`src/rtl/uart_rx_receiver.sv`:
```
// ---------------------------------------------------------------------------
// uart_rx_receiver
//   8N1 UART receiver (idle high, LSB first) with a valid/ready output stage.
//   The serial line is synchronized through two flops. The start bit is
//   confirmed at its mid-point, and each data bit and the stop bit is sampled
//   one bit period after the previous sample.
//
// Ports
//   i_clk        system clock; all state changes on its rising edge
//   i_rst_n      synchronous active-low reset
//   i_uart_rx    asynchronous serial input
//   o_data       last correctly framed byte
//   o_valid      o_data holds an unconsumed byte
//   i_ready      consumer accepts o_data in this cycle
//   o_frame_err  one-cycle pulse: stop bit sampled low (byte discarded)
//   o_overrun    one-cycle pulse: good byte arrived while o_valid=1 and
//                i_ready=0 (new byte dropped, o_data held)
//   o_dbg_state  current FSM state (0 IDLE, 1 START, 2 DATA, 3 STOP,
//                4 WAIT_HIGH)
//
// Handshake: a byte transfers in every cycle where o_valid && i_ready.
// o_valid then drops on the next edge unless a new byte loads in that same
// cycle. While o_valid=1 and not accepted, o_data does not change.
// ---------------------------------------------------------------------------
module uart_rx_receiver #(
    parameter int clk_freq_hz = 0,
    parameter int baud_rate   = 1000000
) (
    input  logic       i_clk,
    input  logic       i_rst_n,
    input  logic       i_uart_rx,
    input  logic       i_ready,
    output logic [7:0] o_data,
    output logic       o_valid,
    output logic       o_frame_err,
    output logic       o_overrun,
    output logic [2:0] o_dbg_state
);

    localparam int BIT_T  = clk_freq_hz / baud_rate;
    localparam int HALF_T = BIT_T / 2;
    localparam int CNT_W  = $clog2(BIT_T) + 1;

    localparam logic [CNT_W-1:0] BIT_LOAD  = CNT_W'(BIT_T - 1);
    localparam logic [CNT_W-1:0] HALF_LOAD = CNT_W'(HALF_T - 1);
    localparam logic [CNT_W-1:0] CNT_ONE   = CNT_W'(1);

    typedef enum logic [2:0] {
        ST_IDLE      = 3'd0,
        ST_START     = 3'd1,
        ST_DATA      = 3'd2,
        ST_STOP      = 3'd3,
        ST_WAIT_HIGH = 3'd4
    } state_t;

    state_t           state_q,     state_d;
    logic [CNT_W-1:0] cnt_q,       cnt_d;
    logic [2:0]       bit_idx_q,   bit_idx_d;
    logic [7:0]       shift_q,     shift_d;
    logic [7:0]       data_q,      data_d;
    logic             valid_q,     valid_d;
    logic             frame_err_q, frame_err_d;
    logic             overrun_q,   overrun_d;
    logic             sync1_q,     sync1_d;
    logic             rx_s_q,      rx_s_d;

    always_comb begin
        sync1_d     = i_uart_rx;
        rx_s_d      = sync1_q;
        state_d     = state_q;
        cnt_d       = cnt_q;
        bit_idx_d   = bit_idx_q;
        shift_d     = shift_q;
        data_d      = data_q;
        // An accepted byte clears o_valid unless a new byte reloads it below.
        valid_d     = valid_q & ~i_ready;
        frame_err_d = 1'b0;
        overrun_d   = 1'b0;

        case (state_q)
            ST_IDLE: begin
                if (!rx_s_q) begin
                    state_d = ST_START;
                    cnt_d   = HALF_LOAD;
                end
            end
            ST_START: begin
                if (cnt_q == '0) begin
                    if (!rx_s_q) begin
                        state_d   = ST_DATA;
                        cnt_d     = BIT_LOAD;
                        bit_idx_d = 3'd0;
                    end else begin
                        // Line went back high before mid-bit: a glitch.
                        state_d = ST_IDLE;
                    end
                end else begin
                    cnt_d = cnt_q - CNT_ONE;
                end
            end
            ST_DATA: begin
                if (cnt_q == '0) begin
                    // Shift in at the MSB so the first bit ends up at bit 0.
                    shift_d   = {rx_s_q, shift_q[7:1]};
                    cnt_d     = BIT_LOAD;
                    bit_idx_d = bit_idx_q + 3'd1;
                    if (bit_idx_q == 3'd7) begin
                        state_d = ST_STOP;
                    end
                end else begin
                    cnt_d = cnt_q - CNT_ONE;
                end
            end
            ST_STOP: begin
                if (cnt_q == '0) begin
                    if (rx_s_q) begin
                        // Going straight to IDLE lets a start bit that
                        // immediately follows the stop bit be detected.
                        state_d = ST_IDLE;
                        if (!valid_q || i_ready) begin
                            data_d  = shift_q;
                            valid_d = 1'b1;
                        end else begin
                            overrun_d = 1'b1;
                        end
                    end else begin
                        frame_err_d = 1'b1;
                        state_d     = ST_WAIT_HIGH;
                    end
                end else begin
                    cnt_d = cnt_q - CNT_ONE;
                end
            end
            ST_WAIT_HIGH: begin
                // Break or stuck-low line: ignore it until the line is idle again.
                if (rx_s_q) begin
                    state_d = ST_IDLE;
                end
            end
            default: begin
                state_d = ST_IDLE;
            end
        endcase
    end

    always_ff @(posedge i_clk) begin
        if (!i_rst_n) begin
            state_q     <= ST_IDLE;
            cnt_q       <= '0;
            bit_idx_q   <= 3'd0;
            shift_q     <= 8'h00;
            data_q      <= 8'h00;
            valid_q     <= 1'b0;
            frame_err_q <= 1'b0;
            overrun_q   <= 1'b0;
            sync1_q     <= 1'b1;
            rx_s_q      <= 1'b1;
        end else begin
            state_q     <= state_d;
            cnt_q       <= cnt_d;
            bit_idx_q   <= bit_idx_d;
            shift_q     <= shift_d;
            data_q      <= data_d;
            valid_q     <= valid_d;
            frame_err_q <= frame_err_d;
            overrun_q   <= overrun_d;
            sync1_q     <= sync1_d;
            rx_s_q      <= rx_s_d;
        end
    end

    assign o_data      = data_q;
    assign o_valid     = valid_q;
    assign o_frame_err = frame_err_q;
    assign o_overrun   = overrun_q;
    assign o_dbg_state = state_q;

endmodule

```
`config.mk`:
```
export PLATFORM = sky130hd
export DESIGN_NAME = uart_rx_receiver
export DESIGN_NICKNAME = d
export VERILOG_FILES = /design/src/rtl/uart_rx_receiver.sv
export SDC_FILE = /design/constraint.sdc
export NUM_CORES = 1
export LEC_CHECK = 0
export CAP_MARGIN = 30
export CORE_MARGIN = 5
export CORE_UTILIZATION = 46
export DETAILED_ROUTE_END_ITERATION = 6
export HOLD_SLACK_MARGIN = 0.08
export PLACE_DENSITY = 0.72
export RECOVER_POWER = 50
export SLEW_MARGIN = 20
export SYNTH_ARGS = -nofsm -noshare
export SYNTH_HDL_FRONTEND = slang
export SYNTH_SLANG_ARGS = --single-unit
```
`constraint.sdc`:
```
create_clock -name i_clk -period 1.2 [get_ports i_clk]
set_input_delay 0.24 -clock i_clk [delete_from_list [all_inputs] [get_ports i_clk]]
set_output_delay 0.24 -clock i_clk [all_outputs]
set_load 0.03 [all_outputs]
```
Word-level counts from Yosys, hierarchy flattened --
Index checks and enable logic that the tools add are counted.
Cells by class: $add $sub $neg 2, equality and inequality tests 12, muxes and demuxes 24, bitwise logic cells 6, reduce and logical (&&, ||, !) cells 12
Operator list (number):
- $mux W3 | 10
- $pmux W3 S5 | 1
- $ne A2 B2 Y1 const B | 7
- $mux W1 | 10
- $reduce_and A4 Y1 | 2
- $eq A3 B2 Y1 const B | 2
- $eq A3 B3 Y1 const B | 2
- $pmux W3 S2 | 1
- $reduce_and A6 Y1 | 1
- $not A1 Y1 | 5
- $pmux W1 S4 | 1
- $reduce_and A2 Y1 | 2
- $reduce_bool A4 Y1 | 1
- $reduce_or A4 Y1 | 1
- $add A3 B1 Y3 const B | 1
- $eq A3 B1 Y1 const B | 1
- $logic_not A3 Y1 | 1
- $reduce_or A3 Y1 | 1
- $mux W2 | 1
- $reduce_bool A2 Y1 | 1
- $and A1 B1 Y1 | 1
- $logic_not A1 Y1 | 1
- $logic_or A1 B1 Y1 | 1
- $sub A1 B1 Y1 const B | 1
Word-level totals: flip-flop bits (word level) 28, input port bits 4

Depth between registers and ports, before layout --
Gate-level depths: netlist (run 1).
depth after elaboration 6, mapped depth 5, mapped depth without buffers 4

Least setup slack after synthesis (run 1) --
No wires, ideal clock.
path kind reg2reg, from register state_q[1], in the netlist o_dbg_state[1], to register shift_q[0], setup time 0.116 ns, data arrival time 1.450 ns, slack -0.367 ns, stages on the path, launching flop included 6, path buffers 2, clock period less this slack 1.567 ns, cell sequence dfxtp_1 buf_4 or4b_1 buf_2 nand2_1 a21boi_1
On the way: word-level cells in the longest chain between the ends 2
Ends and longest elaborated chain:
- start, declared | line 56 | state_t state_q, state_d;
- start signal, assigned | line 159 | state_q <= state_d;
- $eq A3 B2 Y1 | line 80 | case (state_q)
- $reduce_and A2 Y1 (no line)
- end signal, assigned | line 162 | shift_q <= shift_d;
- end, declared | line 59 | logic [7:0] shift_q, shift_d;
Every way passes these cells. A chain may end at the register's enable or synchronous reset.

Worst setup path in the final report (run 1) --
from register state_q[0], in the netlist o_dbg_state[0], to register bit_idx_q[2]
On the way: word-level cells in the longest chain between the ends 3, elaborated cells on any way between the ends 8, those cells by class 5 x eq/ne; 1 x mux; 2 x reduce/logical
Ends and longest elaborated chain:
- $eq A3 B1 Y1 or $eq A3 B2 Y1 (tied branches) | line 80
- $ne A2 B2 Y1 (no line) or $reduce_bool A2 Y1 (tied branches)
- $reduce_and A4 Y1 (no line)
- end signal, assigned | line 161 | bit_idx_q <= bit_idx_d;
- end, declared | line 58 | logic [2:0] bit_idx_q, bit_idx_d;
Parallel ways exist; a longest one is shown, timed or not.

==> results.cfg, run 1 <==
[run_status]
status = complete, but fails checks
violations = setup timing

[worst_hold_path]
holdCritPathClass = register to register
min_to = rx_s_q
holdPathStages = 1
hp-start = rx_s_d

[sta]
drv_slew = 0
hold_ws_ps = 430.9
tightest_slew_ps = 285.0
slew_headroom = 0.8096
final.min_clock_period_ps = 1272
finalCritPeriodShare = 1.060
skew_ps = 5.854
hold_violations = 0
rsz0062_at_grt = true
fin_ws_ps = -71.84
setup_viol = 22
max_freq_mhz = 786.3

[job]
drv_cap = 0

[grt]
grt_usage = 0.1431
grt-ovfl-total = 0
grt_max_degree = 27
use_met1 = 0.1708
grtUsageMet3 = 0.02553
busiest_layer = met2
antenna_found_initial = 0
grt_use_met2 = 0.2565
grt_pass1_wl_um = 4022
grt_pass1_vias = 928

[die]
ioPinCount = 18
die_w_um = 60.67
die-area_sq_um = 3681
fp-row-count = 18
die_y_um = 60.67
core_sq_um = 2477
initial_utilization = 0.4768

[synth]
syn_area_sq_um = 1181
synth_seq_cells = 28
syn_nets = 133
ys_seq_area_frac = 0.4746
synth_warnings = 0
avgSynthCellArea_sq_um = 9.300
synth_cell_types = 29
synthCells = 127

[setup_path]
crit_chain = buf_4, or3b_4, a32oi_1, a21boi_1
crit_slowest_cell = dfxtp_4
cp.buffers_inverters = 1
worst-setup-path-type = register to register
cp.arrival_ps = 1500
reg2reg_to = bit_idx_q[2]
crit_path_start_kind = register
critPathMaxFanout = 4
required_ps = 1430
critical-path-max-stage-delay_ps = 400
reg2reg_slack_ps = -70
rr_startpoint = o_dbg_state[0]
path_delay_family = flip-flops
end_kind = register
rr_worst_depth = 4

[layout]
nNetsFinal = 163
drive_gt1_frac = 0.4038
diodes = 0
layout_commonest_cell = nand2_1
area_growth_pct = 34.85
post-route-util = 0.6429
layout_common_cells = 28 x nand2_1, 22 x dfxtp_1, 21 x buf_4

[clock_network]
clock_path_buffers = 2
clock-sinks = 28
path_clk_slew_ps = 150
numCtsBuffers = 3
cts-root-buf = clkbuf_4
h-tree-depth = 1
cts_tree = yes
clock_latency_ps = 320

[routing]
wirelength_um = 2401
drc_errors = 0
dr.pass1.iters = 4
via_per_inst = 5.199
wl_per_cell_um = 12.91
ant_nets = 0
drt_iter0_drc = 29
num_vias = 967

[placement]
io_buffer_count = 17
place_hpwl_um = 1680
place.gp.congestion = 0.7070

[power]
p_per_area_nw_per_um2 = 995.6
irDropWorstVdd_uv = 788.7
leakagePower_nw = 0.5984
report.power.total_mw = 1.586
==> worst max path at each step <==
stage	start	to	slack, ps	cells past startpoint
finish	o_dbg_state[0]	bit_idx_q[2]	-70	4
global route	o_dbg_state[0]	o_data[6]	-130	5
CTS	o_dbg_state[0]	o_data[6]	-70	5
detailed placement	i_ready	o_data[6]	-180	5
global placement	i_ready	o_data[6]	-100	5
floorplan	o_dbg_state[2]	o_data[0]	-210	4
==> through the flow <==
stage	cells	TNS (ps)	worst slack, ps	area, sq um
detailed placement	181	-2418	-180.4	1450
CTS	186	-1079	-74.50	1551
floorplan	127	-3117	-208.7	1214
finish	186	-860.8	-71.84	1593
global route	186	-2219	-131.9	1593
global placement	181	-1539	-101.6	1450
==> flip-flops by register name, indices dropped and copies added, names as in the netlist <==
signal,flops
bit_idx_q,3
o_overrun,1
o_frame_err,1
o_data,8
rx_s_d,1
o_dbg_state,3
cnt_q,1
shift_q,8
o_valid,1
rx_s_q,1
==> per-layer routing <==
metal	vias to the layer above	share of wire
met1	455	0.43
met4	0	0.0062
met2	18	0.52
met5	-	0
li1	492	-
met3	2	0.045
==> Yosys cell counts <==
cell type / n / area, sq um
a21boi_1: 10 / 75.07
a21oi_1: 1 / 5.000
a311oi_1: 1 / 8.760
a31oi_1: 1 / 6.260
a32oi_1: 2 / 17.52
and3_1: 1 / 6.260
buf_2: 4 / 20.02
buf_4: 1 / 7.510
buf_6: 1 / 11.26
clkbuf_1: 3 / 11.26
dfxtp_1: 28 / 560.5
ha_1: 2 / 25.02
inv_1: 2 / 7.510
mux2_2: 1 / 11.26
mux2i_1: 9 / 90.09
nand2_1: 36 / 135.1
nand2b_1: 4 / 25.02
nand4bb_4: 1 / 27.53
nor2_1: 5 / 18.77
nor2b_1: 2 / 12.51
nor3_1: 1 / 5.000
nor3_4: 1 / 16.27
nor4_1: 1 / 6.260
nor4b_2: 1 / 15.01
o21a_1: 1 / 7.510
o21ai_0: 4 / 20.02
o311a_1: 1 / 10.01
or3b_1: 1 / 8.760
or4b_1: 1 / 10.01
==> worst register-to-register path: cells and delay by family, from the launching register on <==
kind	cells	cell delay, ps
DFF	1	400
and+or+nand+nor	1	380
AOI/OAI and AO/OA	2	280
buffers and inverters	1	120
==> layout make-up <==
type	instances	area, sq um
Fill cell	185	884.6
Multi-Input combinational cell	88	625.6
Sequential cell	28	578.1
Timing Repair Buffer	34	296.5
Clock buffer	4	47.55
Tap cell	30	37.54
Inverter	2	7.507
==> report_power, final <==
group | switching (mW) | internal, mW | total, mW
registers | 0.0101 | 0.933 | 0.943
logic | 0.0512 | 0.0573 | 0.108
clock network | 0.280 | 0.255 | 0.534
total | 0.341 | 1.24 | 1.59
==> kinds of logic (layout without fill, tap and decap cells) <==
| logic type | count (synthesis) | after routing | synth area share |
|---|---|---|---|
| flip-flops | 28 | 28 | 0.4746 |
| buffers and inverters | 11 | 40 | 0.04873 |
| multiplexers | 10 | 10 | 0.08581 |
| AND/OR/NAND/NOR | 55 | 55 | 0.2426 |
| adder cells (fa/ha/maj) | 2 | 2 | 0.02118 |
| AO/OA/AOI/OAI | 21 | 21 | 0.1271 |
==> repair_timing <==
item	CTS	global route
buffers inserted	1	0
setup endpoints to repair	22	23
gates resized for setup	15	16
hold buffers	0	0
pin swaps	13	7
gates cloned	0	0
(Power assumes the default switching activity.)
==> inputs of run 2 (changes only) <==
- CORE_UTILIZATION: 46 -> 49
- CTS_BUF_LIST: default -> sky130_fd_sc_hd__clkbuf_4 sky130_fd_sc_hd__clkbuf_8
- GPL_TIMING_DRIVEN: default -> 1
- PLACE_DENSITY: 0.72 -> 0.76
==> run 2 against run 1 <==
Wire length is 15% higher. Final cell count is 1.6% higher. Clock power is 15% higher. Die area is 5.1% lower. Critical path depth stayed put. Sequential cell count stayed put. Total power is 5.4% higher. Combinational power is 6% higher. Cell area is 1.8% higher. Via count is 4.7% higher. The flow still finishes with violations (setup timing). Worst hold slack worse by 3.3 ps.
==> results.cfg, run 2 (synthesis gave the netlist of run 1 again) <==
[routing]
dr.pass1.iters = 4
num_vias = 1012
ant_nets = 0
drt_iter0_drc = 30
wirelength_um = 2771
via_per_inst = 5.354
drc_errors = 0
wl_per_cell_um = 14.66

[placement]
dp_slack_ps = -162.0
place.gp.congestion = 0.7856
place_hpwl_um = 1849
io_buffer_count = 17

[setup_path]
critPathMaxFanout = 7
reg2reg_to = cnt_q
worst-setup-path-type = register to register
reg2reg_slack_ps = -140
required_ps = 1470
rr_startpoint = o_dbg_state[1]
rr_worst_depth = 4
endpoint = cnt_q
cp.arrival_ps = 1620
crit_path_start_kind = register
end_kind = register
critPathLaunch = o_dbg_state[1]

[run_status]
status = complete, but fails checks
violations = setup timing

[sta]
setup_tns_ps = -1701
max_freq_mhz = 744.0
skew_ps = 2.367
hold_ws_ps = 427.7
finalCritPeriodShare = 1.120
tightest_slew_ps = 445.2
slew_headroom = 0.7032
drv_slew = 0
rsz0062_at_grt = true
hold_violations = 0
fin_ws_ps = -144.1
setup_viol = 21
final.min_clock_period_ps = 1344

[die]
die-area_sq_um = 3492
die_y_um = 59.10
core_sq_um = 2255
initial_utilization = 0.5239
fp-row-count = 17
ioPinCount = 18
die_w_um = 59.10

[layout]
drive_gt1_frac = 0.3913
multi_input_area_sq_um = 614.3
area_growth_pct = 37.29
nNetsFinal = 168
regArea_sq_um = 574.3
layout_commonest_cell = nand2_1
diodes = 0
num-fill-cells = 159
layout_common_cells = 29 x nand2_1, 25 x buf_4, 23 x dfxtp_1

[grt]
grt-ovfl-total = 0
grt_pass1_wl_um = 4167
grt_usage = 0.1581
grt_max_degree = 27
antenna_found_initial = 0
grt_pass1_vias = 956

[clock_network]
numCtsBuffers = 3
h-tree-depth = 1
cts_tree = yes
cts-root-buf = clkbuf_4
clock_path_buffers = 2
clock_latency_ps = 320
cts_hold_buf = 0
clock-sinks = 28
path_clk_slew_ps = 150

[power]
leakagePower_nw = 0.6287
report.power.total_mw = 1.671
irDropWorstVdd_uv = 840.2
p_per_area_nw_per_um2 = 1031

[job]
drv_cap = 0

[worst_hold_path]
holdCritPathClass = register to register
-- run 2: cell types whose count changed in the layout (fill, tap and decap cells not counted), sizes merged --
cell / previous run / this run
bufinv: 0 / 1
clkbuf: 6 / 5
buf: 29 / 34
-- run 2: worst min-delay path by stage --
stage / startpoint / depth (start not counted) / to / slack, ps
floorplan: i_rst_n / 1 / rx_s_d / 310
CTS: rx_s_d / 1 / rx_s_q / 430
detailed placement: rx_s_d / 1 / rx_s_q / 400
global route: i_uart_rx / 2 / rx_s_d / 460
global placement: rx_s_d / 1 / rx_s_q / 390
finish: rx_s_d / 1 / rx_s_q / 430
-- run 2: area by class of cell --
type / instances / share of cell area
clock buffers: 3 / 0.01389
clock inverters: 1 / 0.01852
inverters: 2 / 0.004630
multi-input cells: 88 / 0.3789
flip-flops and latches: 28 / 0.3542
well taps: 28 / 0.02160
repair buffers: 39 / 0.2083
-- run 2: layer usage --
metal / global-route usage / part of all wire / vias to the layer above
met5: 0 / 0 / -
met4: 0.07767 / 0.025 / 0
met3: 0.02832 / 0.048 / 8
met2: 0.2744 / 0.49 / 22
met1: 0.1854 / 0.43 / 485
li1: - / - / 497
-- run 2: power by group --
part | internal [mW] | switching (mW)
combinational | 0.0567 | 0.0582
sequential | 0.934 | 0.00827
clock | 0.338 | 0.277
total | 1.33 | 0.343
-- run 2: worst max-delay path: stages (launching register included) --
cell and delay [ps]:
dfxtp_4 420, buf_4 160, mux2_2 330, o21ai_0 180
o311a_1 210
-- run 2: stage by stage --
| stage | util | cells | cell area (sq um) |
|---|---|---|---|
| 2_1_floorplan | - | 127 | 1214 |
| 3_5_place_dp | 0.6387 | 178 | 1440 |
| 6_report | 0.7192 | 189 | 1622 |
| 5_1_grt | 0.7192 | 189 | 1622 |
| 4_1_cts | 0.6892 | 185 | 1554 |
| 3_3_place_gp | 0.6387 | 178 | 1440 |
-- run 2: what timing repair did --
| action | CTS | global route |
|---|---|---|
| buffers inserted | 2 | 4 |
| gates resized for setup | 12 | 15 |
| setup endpoints to repair | 23 | 23 |
| endpoints found under the hold margin | 0 | 0 |
| gates cloned | 1 | 0 |
| pin swaps | 9 | 8 |
==> inputs of run 3 (changes only) <==
--- a/constraint.sdc
+++ b/constraint.sdc
@@ -3,2 +3,2 @@
 set_output_delay 0.24 -clock i_clk [all_outputs]
-set_load 0.03 [all_outputs]
+set_load 0.01 [all_outputs]
==> run 3 against run 2 <==
Combinational power is 4% higher. Cell area grew 3.1%. The flow still finishes with violations (setup timing). Highest routed layer unchanged. Largest cell class unchanged. Critical endpoint is now shift_q[5]. Sequential cell count stayed put. Largest power group unchanged.
==> results.cfg, run 3 (synthesis gave the netlist of run 1 again) <==
[layout]
layout_commonest_cell = nand2_1
num-fill-cells = 154
nNetsFinal = 170
finalInstanceArea_sq_um = 1672
layout_common_cells = 29 x nand2_1, 16 x buf_4, 15 x dfxtp_1
drive_gt1_frac = 0.4785
diodes = 0
post-route-util = 0.7414
instances_no_fill = 191
area_growth_pct = 41.53

[placement]
place_hpwl_um = 1814
dp_slack_ps = -184.8
io_buffer_count = 17
place_area_sq_um = 1483
place.gp.congestion = 0.7795
placed_cells = 178

[power]
combPwrFrac = 0.071
pwr-share-clk = 0.373
irDropWorstVdd_uv = 677.2
report.power.total_mw = 1.694
p_per_area_nw_per_um2 = 1014
p_seq_frac = 0.557
net-switching-power_mw = 0.3611
leakagePower_nw = 0.6552
intPower_mw = 1.333
switching_share = 0.2131

[setup_path]
crit_path_start_kind = register
cp.arrival_ps = 1590
critPathMaxFanout = 8
worst-setup-path-type = register to register
required_ps = 1440
end_kind = register

[sta]
rsz0062_at_grt = true
hold_ws_ps = 424.4
slew_headroom = 0.8090
hold_violations = 0
final.min_clock_period_ps = 1351
setup_tns_ps = -1952
setup_viol = 20
fin_ws_ps = -151.0
skew_ps = 11.08
tightest_slew_ps = 285.4
max_freq_mhz = 740.2
finalCritPeriodShare = 1.126
drv_slew = 0

[routing]
wl_per_cell_um = 15.76
num_vias = 1038
wirelength_um = 3010
dr.pass1.iters = 4
drt_iter0_drc = 41
via_per_inst = 5.435
drc_errors = 0
ant_nets = 0

[clock_network]
h-tree-depth = 1
cts-root-buf = clkbuf_4
clock_latency_ps = 340
cts_tree = yes
clock_path_buffers = 2
clock-sinks = 28
path_clk_slew_ps = 160
cts_hold_buf = 0
numCtsBuffers = 3

[grt]
grt_max_degree = 27
grt_usage = 0.1771
grt_pass1_vias = 1038
grt-ovfl-total = 0
antenna_found_initial = 0
grt_pass1_wl_um = 4712

[die]
fp-row-count = 17
die_w_um = 59.10
die-area_sq_um = 3492
ioPinCount = 18
core_sq_um = 2255
die_y_um = 59.10
initial_utilization = 0.5239

[worst_hold_path]
holdCritPathClass = register to register

[run_status]
violations = setup timing
status = complete, but fails checks

[job]
drv_cap = 0
## run 3: power groups by stage
| stage | clock network [mW] | logic [mW] | registers (mW) |
|---|---|---|---|
| after global placement | 0 | 0.0864 | 0.967 |
| after detailed placement | 0 | 0.0896 | 0.968 |
| after CTS | 0.638 | 0.112 | 0.942 |
| after floorplan | 0 | 0.0596 | 0.963 |
| after global routing | 0.667 | 0.128 | 0.945 |
| final | 0.631 | 0.120 | 0.943 |
## run 3: critical path, stage by stage (launching register included)
cell,delay (ps)
dfxtp_4,370
buf_6,120
or4b_4,590
nand2_1,110
a21boi_2,60
## run 3: metal layers
metal,wire [um],up-vias,GRT usage
met5,0,-,0
met3,126,2,0.01961
met2,1641,27,0.3249
met1,1227,510,0.2099
li1,-,499,-
met4,14,0,0.06472
## run 3: layout make-up
| type | instances | area [sq um] | area share |
|---|---|---|---|
| Multi-Input combinational cell | 88 | 655.6 | 0.3922 |
| Sequential cell | 28 | 584.3 | 0.3496 |
| Timing Repair Buffer | 41 | 336.6 | 0.2013 |
| Tap cell | 28 | 35.03 | 0.02096 |
| Clock inverter | 1 | 30.03 | 0.01796 |
| Clock buffer | 3 | 22.52 | 0.01347 |
| Inverter | 2 | 7.507 | 0.004491 |
## run 3: timing repair
action | 4_1_cts | 5_1_grt
buffers inserted | 7 | 3
resized for setup | 55 | 32
pin swaps | 13 | 12
cloned | 0 | 0
endpoints found under the setup margin | 34 | 38
## run 3: final timing paths
check / slack (ps) / start / endpoint / cells past startpoint
max: -150 / o_dbg_state[2] / shift_q[5] / 4
min: 420 / rx_s_d / rx_s_q / 1
max reg2reg: -150 / o_dbg_state[2] / shift_q[5] / 4
min reg2reg: 420 / rx_s_d / rx_s_q / 1
